### config.mk
export PLATFORM = sky130hd
export DESIGN_NAME = urna_param
export DESIGN_NICKNAME = d
export VERILOG_FILES = /design/src/rtl/urna_param.sv
export SDC_FILE = /design/constraint.sdc
export NUM_CORES = 1
export LEC_CHECK = 0
export ABC_AREA = 1
export BUFFER_PORTS_ARGS = -buffer_cell sky130_fd_sc_hd__buf_2
export CORE_MARGIN = 2
export CORE_UTILIZATION = 52
export DETAILED_ROUTE_END_ITERATION = 8
export HOLD_SLACK_MARGIN = 0.03
export PLACE_DENSITY = 0.7
export REMOVE_ABC_BUFFERS = 1
export SETUP_SLACK_MARGIN = 0.15
export SLEW_MARGIN = 10
export SYNTH_ARGS = -nofsm -noshare
export SYNTH_HDL_FRONTEND = slang
export SYNTH_SLANG_ARGS = --single-unit
### constraint.sdc
create_clock -name clk -period 4.6 [get_ports clk]
set_clock_uncertainty 0.1 [all_clocks]
set_input_delay 0.92 -clock clk [delete_from_list [all_inputs] [get_ports clk]]
set_output_delay 0.92 -clock clk [all_outputs]
set_load 0.03 [all_outputs]
### src/rtl/urna_param.sv
// urna_param: electronic ballot box; keyed vote codes are tallied per candidate, blank and null, read back once closed.
module urna_param #(
  parameter int N_CAND = 4,
  parameter int N_DIG  = 2,
  parameter int CNT_W  = 8
) (
  input  logic             clk,
  input  logic             rst_n,
  input  logic             open,
  input  logic             digit_valid,
  input  logic [3:0]       digit,
  input  logic             confirm,
  input  logic             cancel,
  input  logic             finish,
  input  logic [4:0]       rd_idx,
  output logic [CNT_W-1:0] rd_data,
  output logic [CNT_W+3:0] total,
  output logic [1:0]       estado,
  output logic [1:0]       vote_status,
  output logic             vote_done,
  output logic             dig_err
);
  localparam int NT = N_CAND + 2;
  localparam int TW = CNT_W + 4;
  typedef enum logic [1:0] {IDLE = 2'b00, DIG = 2'b01, CONF = 2'b10, CLOSED = 2'b11} state_t;
  state_t state, state_nx;
  logic [9:0] code, code_nx;
  logic [2:0] cnt, cnt_nx;
  logic [CNT_W-1:0] tally [NT];
  logic do_clear, do_cast, bad_dig;
  logic [4:0] cast_idx;
  logic [1:0] cast_status;
  logic [CNT_W-1:0] rd_mux;
  logic [TW-1:0] sum;
  assign estado = state;
  assign cast_idx = code == 10'd0 ? 5'(N_CAND) : code <= 10'(N_CAND) ? 5'(code - 10'd1) : 5'(N_CAND + 1);
  assign cast_status = code == 10'd0 ? 2'b10 : code <= 10'(N_CAND) ? 2'b01 : 2'b11;
  // A confirm that is not honoured falls through so a simultaneous digit still counts.
  always_comb begin
    state_nx = state;
    code_nx  = code;
    cnt_nx   = cnt;
    do_clear = 1'b0;
    do_cast  = 1'b0;
    bad_dig  = 1'b0;
    case (state)
      IDLE, CLOSED: if (open) begin
        state_nx = DIG;
        do_clear = 1'b1;
        code_nx  = '0;
        cnt_nx   = '0;
      end
      default: begin
        if (finish) begin
          state_nx = CLOSED;
          code_nx  = '0;
          cnt_nx   = '0;
        end else if (cancel) begin
          state_nx = DIG;
          code_nx  = '0;
          cnt_nx   = '0;
        end else if (confirm && (state == CONF || cnt == 3'd0)) begin
          state_nx = DIG;
          do_cast  = 1'b1;
          code_nx  = '0;
          cnt_nx   = '0;
        end else if (digit_valid) begin
          if (state == CONF || digit > 4'd9) bad_dig = 1'b1;
          else begin
            code_nx = code * 10'd10 + {6'd0, digit};
            cnt_nx  = cnt + 3'd1;
            state_nx = cnt_nx == 3'(N_DIG) ? CONF : DIG;
          end
        end
      end
    endcase
  end
  always_comb begin
    sum    = '0;
    rd_mux = '0;
    for (int i = 0; i < NT; i++) begin
      sum = sum + TW'(tally[i]);
      if (rd_idx == 5'(i)) rd_mux = tally[i];
    end
  end
  // Readout registers look at the next state so they are already 0 on the first cycle after leaving CLOSED.
  always_ff @(posedge clk or negedge rst_n) begin
    if (!rst_n) begin
      state       <= IDLE;
      code        <= '0;
      cnt         <= '0;
      rd_data     <= '0;
      total       <= '0;
      vote_status <= 2'b00;
      vote_done   <= 1'b0;
      dig_err     <= 1'b0;
      for (int i = 0; i < NT; i++) tally[i] <= '0;
    end else begin
      state     <= state_nx;
      code      <= code_nx;
      cnt       <= cnt_nx;
      vote_done <= do_cast;
      dig_err   <= bad_dig;
      if (do_cast) vote_status <= cast_status;
      for (int i = 0; i < NT; i++)
        if (do_clear) tally[i] <= '0;
        else if (do_cast && cast_idx == 5'(i) && tally[i] != '1) tally[i] <= tally[i] + 1'b1;
      rd_data <= state_nx == CLOSED ? rd_mux : '0;
      total   <= state_nx == CLOSED ? sum : '0;
    end
  end
endmodule
======== After elaboration in Yosys (flattened, before gate mapping) ========
Cells that the tools add are included.
word-level totals
  logic and storage cells ................. 140
  input port bits ......................... 16
  flip-flop bits (word level) ............. 87
  output and inout port bits .............. 26
operators by class
  muxes and demuxes ....................... 58
  eq/ne operators ......................... 22
  add/subtract/negate cells ............... 14
  multiply operators ...................... 1
  reductions and logical operators ........ 29
  order comparisons ....................... 2
operators by type and width
  cell                    count
  $mux W8                 19
  $mux W10                7
  $add A8 B1 Y8 const B   6
  $ne A8 B8 Y1 const B    6
  $mux W3                 7
  $eq A5 B2 Y1 const B    4
  $eq A5 B3 Y1 const B    4
  $mux W2                 10
  $logic_and A1 B1 Y1     13
  $add A11 B8 Y12         1
  $add A12 B8 Y12         1
  $mux W1                 12
  $mux W12                1
  $reduce_bool A2 Y1      6
  $add A10 B8 Y11         1
  $add A10 B4 Y10         1
  $add A9 B8 Y10          1
  $eq A5 B1 Y1 const B    2
  $le A10 B3 Y1 const B   1
  $logic_not A10 Y1       1
  $logic_not A5 Y1        2
  $mul A10 B3 Y9 const B  1
  $mux W5                 2
  $add A8 B8 Y9           1
  other kinds (13)        16

======== Depth between registers and ports, before layout ========
  word-level depth ........................ 11
  gate-level depth with buffers ........... 16
  depth with buffers taken out ............ 16

======== Least setup slack after synthesis ========
OpenSTA, ideal clock, no wires.
  path type ............................... register to register
  from .................................... register tally[2] (netlist bit)
  to ...................................... register total[10]
  arrival ................................. 3.295 ns
  library setup time ...................... 0.071 ns
  period minus slack after synthesis ...... 3.466 ns
  required time ........................... 4.429 ns
  slack ................................... 1.134 ns
  path buffers ............................ 0
  stages on the path, launching flop included .. 17
  cells stage by stage .................... dfrtp_1 inv_1 fa_1 inv_1 fa_1 fa_1 ha_1 inv_1 fa_1 nand3b_1 nand2_1 nand2_1 nand2_1 a21oi_1 nor2_1 o21ai_0 nor2_1
on the way
  longest elaborated chain between the ends .. 2
ends and longest elaborated chain
  what                             line  source
  start, declared                  29    logic [CNT_W-1:0] tally [NT];
  start signal, assigned by index  106   if (do_clear) tally[i] <= '0;
  $add A12 B8 Y12                  82    sum = sum + TW'(tally[i]);
  $mux W12                         109   total <= state_nx == CLOSED ? sum : '0;
  end signal, assigned             109
  end, declared                    17    output logic [CNT_W+3:0] total,
No other way between the ends.
A chain may end at the register's enable or synchronous reset.

======== Worst setup path after layout ========
  from .................................... register tally[5] (netlist bit)
  to ...................................... register total[10]
Same word-level chain as after synthesis.

==> metrics.md <==
| Metric | Value |
|---|---|
| Netlist cell types | 50 |
| Vias in the first global route | 5502 |
| Yosys warns | 0 |
| Initial Utilization | 53.7% |
| Core Util, Final | 59.3% |
| Setup violators final | 0 |
| Layout cells sized above 1 | 13.2% |
| Inst Count DP | 1068 |
| Die Span Y | 119 µm |
| NetSw | 0.683 mW |
| Post-synthesis compound-gate area fraction | 6.65% |
| PD cells | 285 mW/mm² |
| Yosys top cell area share | 31.5% |
| Comb pwr share | 21.3% |
| Sequential share of power | 39.0% |
| Ant. Diodes | 0 |
| Worst path cell trace | inv_1, fa_1, inv_1, fa_1, inv_1, fa_1, inv_1, ha_1, a21oi_1, nand2_1, nand2_1, nand2_1, a21oi_1, nor2_1, o21ai_0, nor2_1 |
| Drt wl/cell | 14.5 µm |
| Antenna violations before repair | 0 |
| Post-synthesis cell area | 0.00683 mm² |
| Critical Path AT | 3830 ps |
| Fill cells | 1197 |
| P_leak | 4.04 nW |
| Max-slew violation count | 0 |
| PortBufs | 40 |
| Post-route ant nets | 0 |
| CP max stage delay | 560 ps |
| Vias/cell | 5.23 |
| Reg area | 0.00215 mm² |
| GRT Util Overall | 24.2% |
| Clk buf depth | 2 |
| Cts bufs inserted | 9 |
| H-tree lvl count | 3 |
| Clk Latency, worst-skew pair | 350 ps |
| Mapped Cells | 866 |
| Post-synthesis xor/xnor area fraction | 4.87% |
| Most used DFF post-synth | dfrtp_1 |
| Yosys reg bits | 86 |
| Max VDD drop | 0.178 mV |
| Root buffer cell | clkbuf_16 |
| Post-synth EDFFs | 0 |
| Initial DRC count | 472 |
| Num ports | 42 |
| Largest net degree at the start of global routing | 59 |
| Hold Vio Cnt, Final | 0 |
| First-pass GRT wire length | 27000 µm |
| Largest cells by area after synthesis | dfrtp_1, fa_1, nand2_1 |
| RSZ-0062 raised after global routing | no |
| Total core area | 0.0127 mm² |
| Post-CTS setup buffers | 0 |
| Yosys top cell by area | dfrtp_1 |
| Drt total wl | 15700 µm |
| Row count | 41 |
| Crit end category | flip-flop |
| DR pass1 iterations | 5 |
| Tmin final | 3690 ps |
| Detailed Place HPWL | 12000 µm |
| Clock transition at path regs | 60 ps |
| Area occupied by multi-input gates | 0.00407 mm² |
| Hold crit path type | flip-flop to flip-flop |
| Register area share after synthesis | 31.5% |
| Req. time, crit path | 4740 ps |
| Nets | 991 |
| Internal power | 1.47 mW |
| Post-synthesis mux area share | 0% |
| Critical path launch point type | flip-flop |
| Avg Cell Area, Syn | 7.89 µm² |
| Clk pwr share | 39.7% |
| Crit path max-delay cell type | fa_1 |
| Placer Congestion | 0.866 |
| Die area | 0.0141 mm² |
| Post-route DRC | 0 |
| Max-cap violations | 0 |
| Sink Count | 86 |
| Synthesized-area fraction occupied by adder cells | 16.2% |
| Final TNS setup | 0 ps |
| Worst slew pin tran | 836 ps |
| Fin cells | 1083 |
| CTS Hold Bufs | 0 |
| Largest family of logic cells by synthesized area | simple AND/OR/NAND/NOR gates |
| Final period util | 80.2% |
| Most Frequent Cell on Critical Path | inv_1 |
| Post-Synth Simple-Gate Area | 31.7% |
| CP max FO | 5 |
| Die X | 119 µm |
| WS Path Type | flip-flop to flip-flop |
| Max Clk Rate | 0.271 GHz |
| Worst slew margin | 44.0% |
| Post-CTS Resized | 0 |
| Area grow syn2layout | 10.5% |
| Via count | 5661 |
| CTS tree | built |
| Sw frac | 31.7% |
| Status | finished, final reports clean |
| Async set or reset register ratio after synthesis | 100% |
| Global route overflow | 0 |
## worst paths after layout
| path | from | endpoint | slack [ps] | depth (start not counted) |
|---|---|---|---|---|
| max | tally[5]$_DFFE_PN0P_ | total[10]$_DFF_PN0_ | 910 | 16 |
| min | vote_status[0]$_DFFE_PN0P_ | vote_status[0]$_DFFE_PN0P_ | 400 | 2 |
| max reg2reg | tally[5]$_DFFE_PN0P_ | total[10]$_DFF_PN0_ | 910 | 16 |
| min reg2reg | vote_status[0]$_DFFE_PN0P_ | vote_status[0]$_DFFE_PN0P_ | 400 | 2 |
| max in group asynchronous | rst_n | tally[47]$_DFFE_PN0P_ | 2960 | 2 |
| min in group asynchronous | rst_n | rd_data[0]$_DFF_PN0_ | 540 | 1 |
## per-layer routing
metal | vias up | track usage, % | wire [µm]
li1 | 2833 | - | -
met1 | 2649 | 32.6 | 7110
met2 | 158 | 39.2 | 7470
met3 | 21 | 3.19 | 759
met4 | 0 | 10.2 | 365
met5 | - | 0 | 0
## per-stage QoR
stage	hold slack [ps]	instance area [µm²]	power (mW)	worst slack, ps
2_1_floorplan	364	6770	1.17	1110
3_3_place_gp	387	7210	1.31	954
3_5_place_dp	394	7210	1.32	922
4_1_cts	410	7550	2.18	905
5_1_grt	440	7550	2.27	597
6_report	400	7550	2.15	909
## layout by cell type (no fill, tap or decap), types with 4 or more instances in the layout
| cell | count |
|---|---|
| nor2_1 | 87 |
| nand3_1 | 88 |
| o21ai_0 | 28 |
| xnor2_1 | 5 |
| ha_1 | 34 |
| nor2_2 | 10 |
| nor3_1 | 13 |
| nand2_2 | 9 |
| fa_1 | 34 |
| o22ai_1 | 6 |
| o21ai_1 | 8 |
| nand2_4 | 6 |
| buf_2 | 39 |
| or2_2 | 4 |
| nand4_1 | 14 |
| a21oi_1 | 24 |
| nand3_2 | 5 |
| dfrtp_1 | 86 |
| nand2_1 | 175 |
| xor2_1 | 33 |
| inv_1 | 137 |
| nand3_4 | 4 |
| clkbuf_16 | 9 |
| inv_2 | 9 |
## Yosys cell counts (2+ instances only)
cell and number:
nand3_4 4, o21ai_1 8, nor2_4 3, o32ai_1 2, ha_1 34, a21oi_1 24, nor3_1 13, o21ai_2 2
dfrtp_1 86, nand3_1 88, nor2_2 10, o22ai_1 6, inv_1 137, nand3b_1 2, inv_2 9, xnor2_1 5
nand2_2 8, a31oi_1 2, xor2_1 33, o211ai_1 2, o21ai_0 28, nor3_2 2, nand2_4 6, nand3_2 5
fa_1 34, or2_2 4, buf_1 2, nand2_1 176, nand4_1 14, clkbuf_1 7, clkinv_1 2, nand4_4 3
nor2_1 87, nor2_8 2
## cells by family (layout without fill, tap and decap cells)
kind of cell | after synthesis | count (layout)
other cells | 1 | 1
compound gates | 79 | 79
simple gates | 434 | 434
xor+xnor | 38 | 38
flops | 86 | 86
fa+ha+maj | 68 | 68
buf+inv | 160 | 205
## state kept, by name, summed over array words and instances (netlist names)
name / flops
tally: 48
total: 11
code: 10
rd_data: 8
cnt: 3
estado: 2
vote_status: 2
dig_err: 1
vote_done: 1
## power by group through the flow
stage               Clock (mW)  Sequential [mW]  Combinational (mW)
floorplan                    0            0.884               0.285
global placement             0            0.853               0.454
detailed placement           0            0.854               0.463
CTS                      0.873            0.840               0.464
global route             0.903            0.846               0.519
finish                   0.854            0.840               0.460
## area by class of cell
class	count	area share, %
multi-input cells	620	53.9
inverters	148	7.36
repair buffers	42	2.89
clock buffers	11	3.22
well taps	172	2.85
flip-flops and latches	86	28.5
clock inverters	4	1.26
## critical path: cells and delay by family (launching register included)
| family | cells | cell delay (ps) |
|---|---|---|
| adder cells (fa/ha/maj) | 4 | 2000 |
| buffers and inverters | 4 | 300 |
| AND/OR/NAND/NOR | 5 | 300 |
| AO/OA/AOI/OAI | 3 | 480 |
| flip-flops | 1 | 390 |
Power figures use the tool's default switching activity.
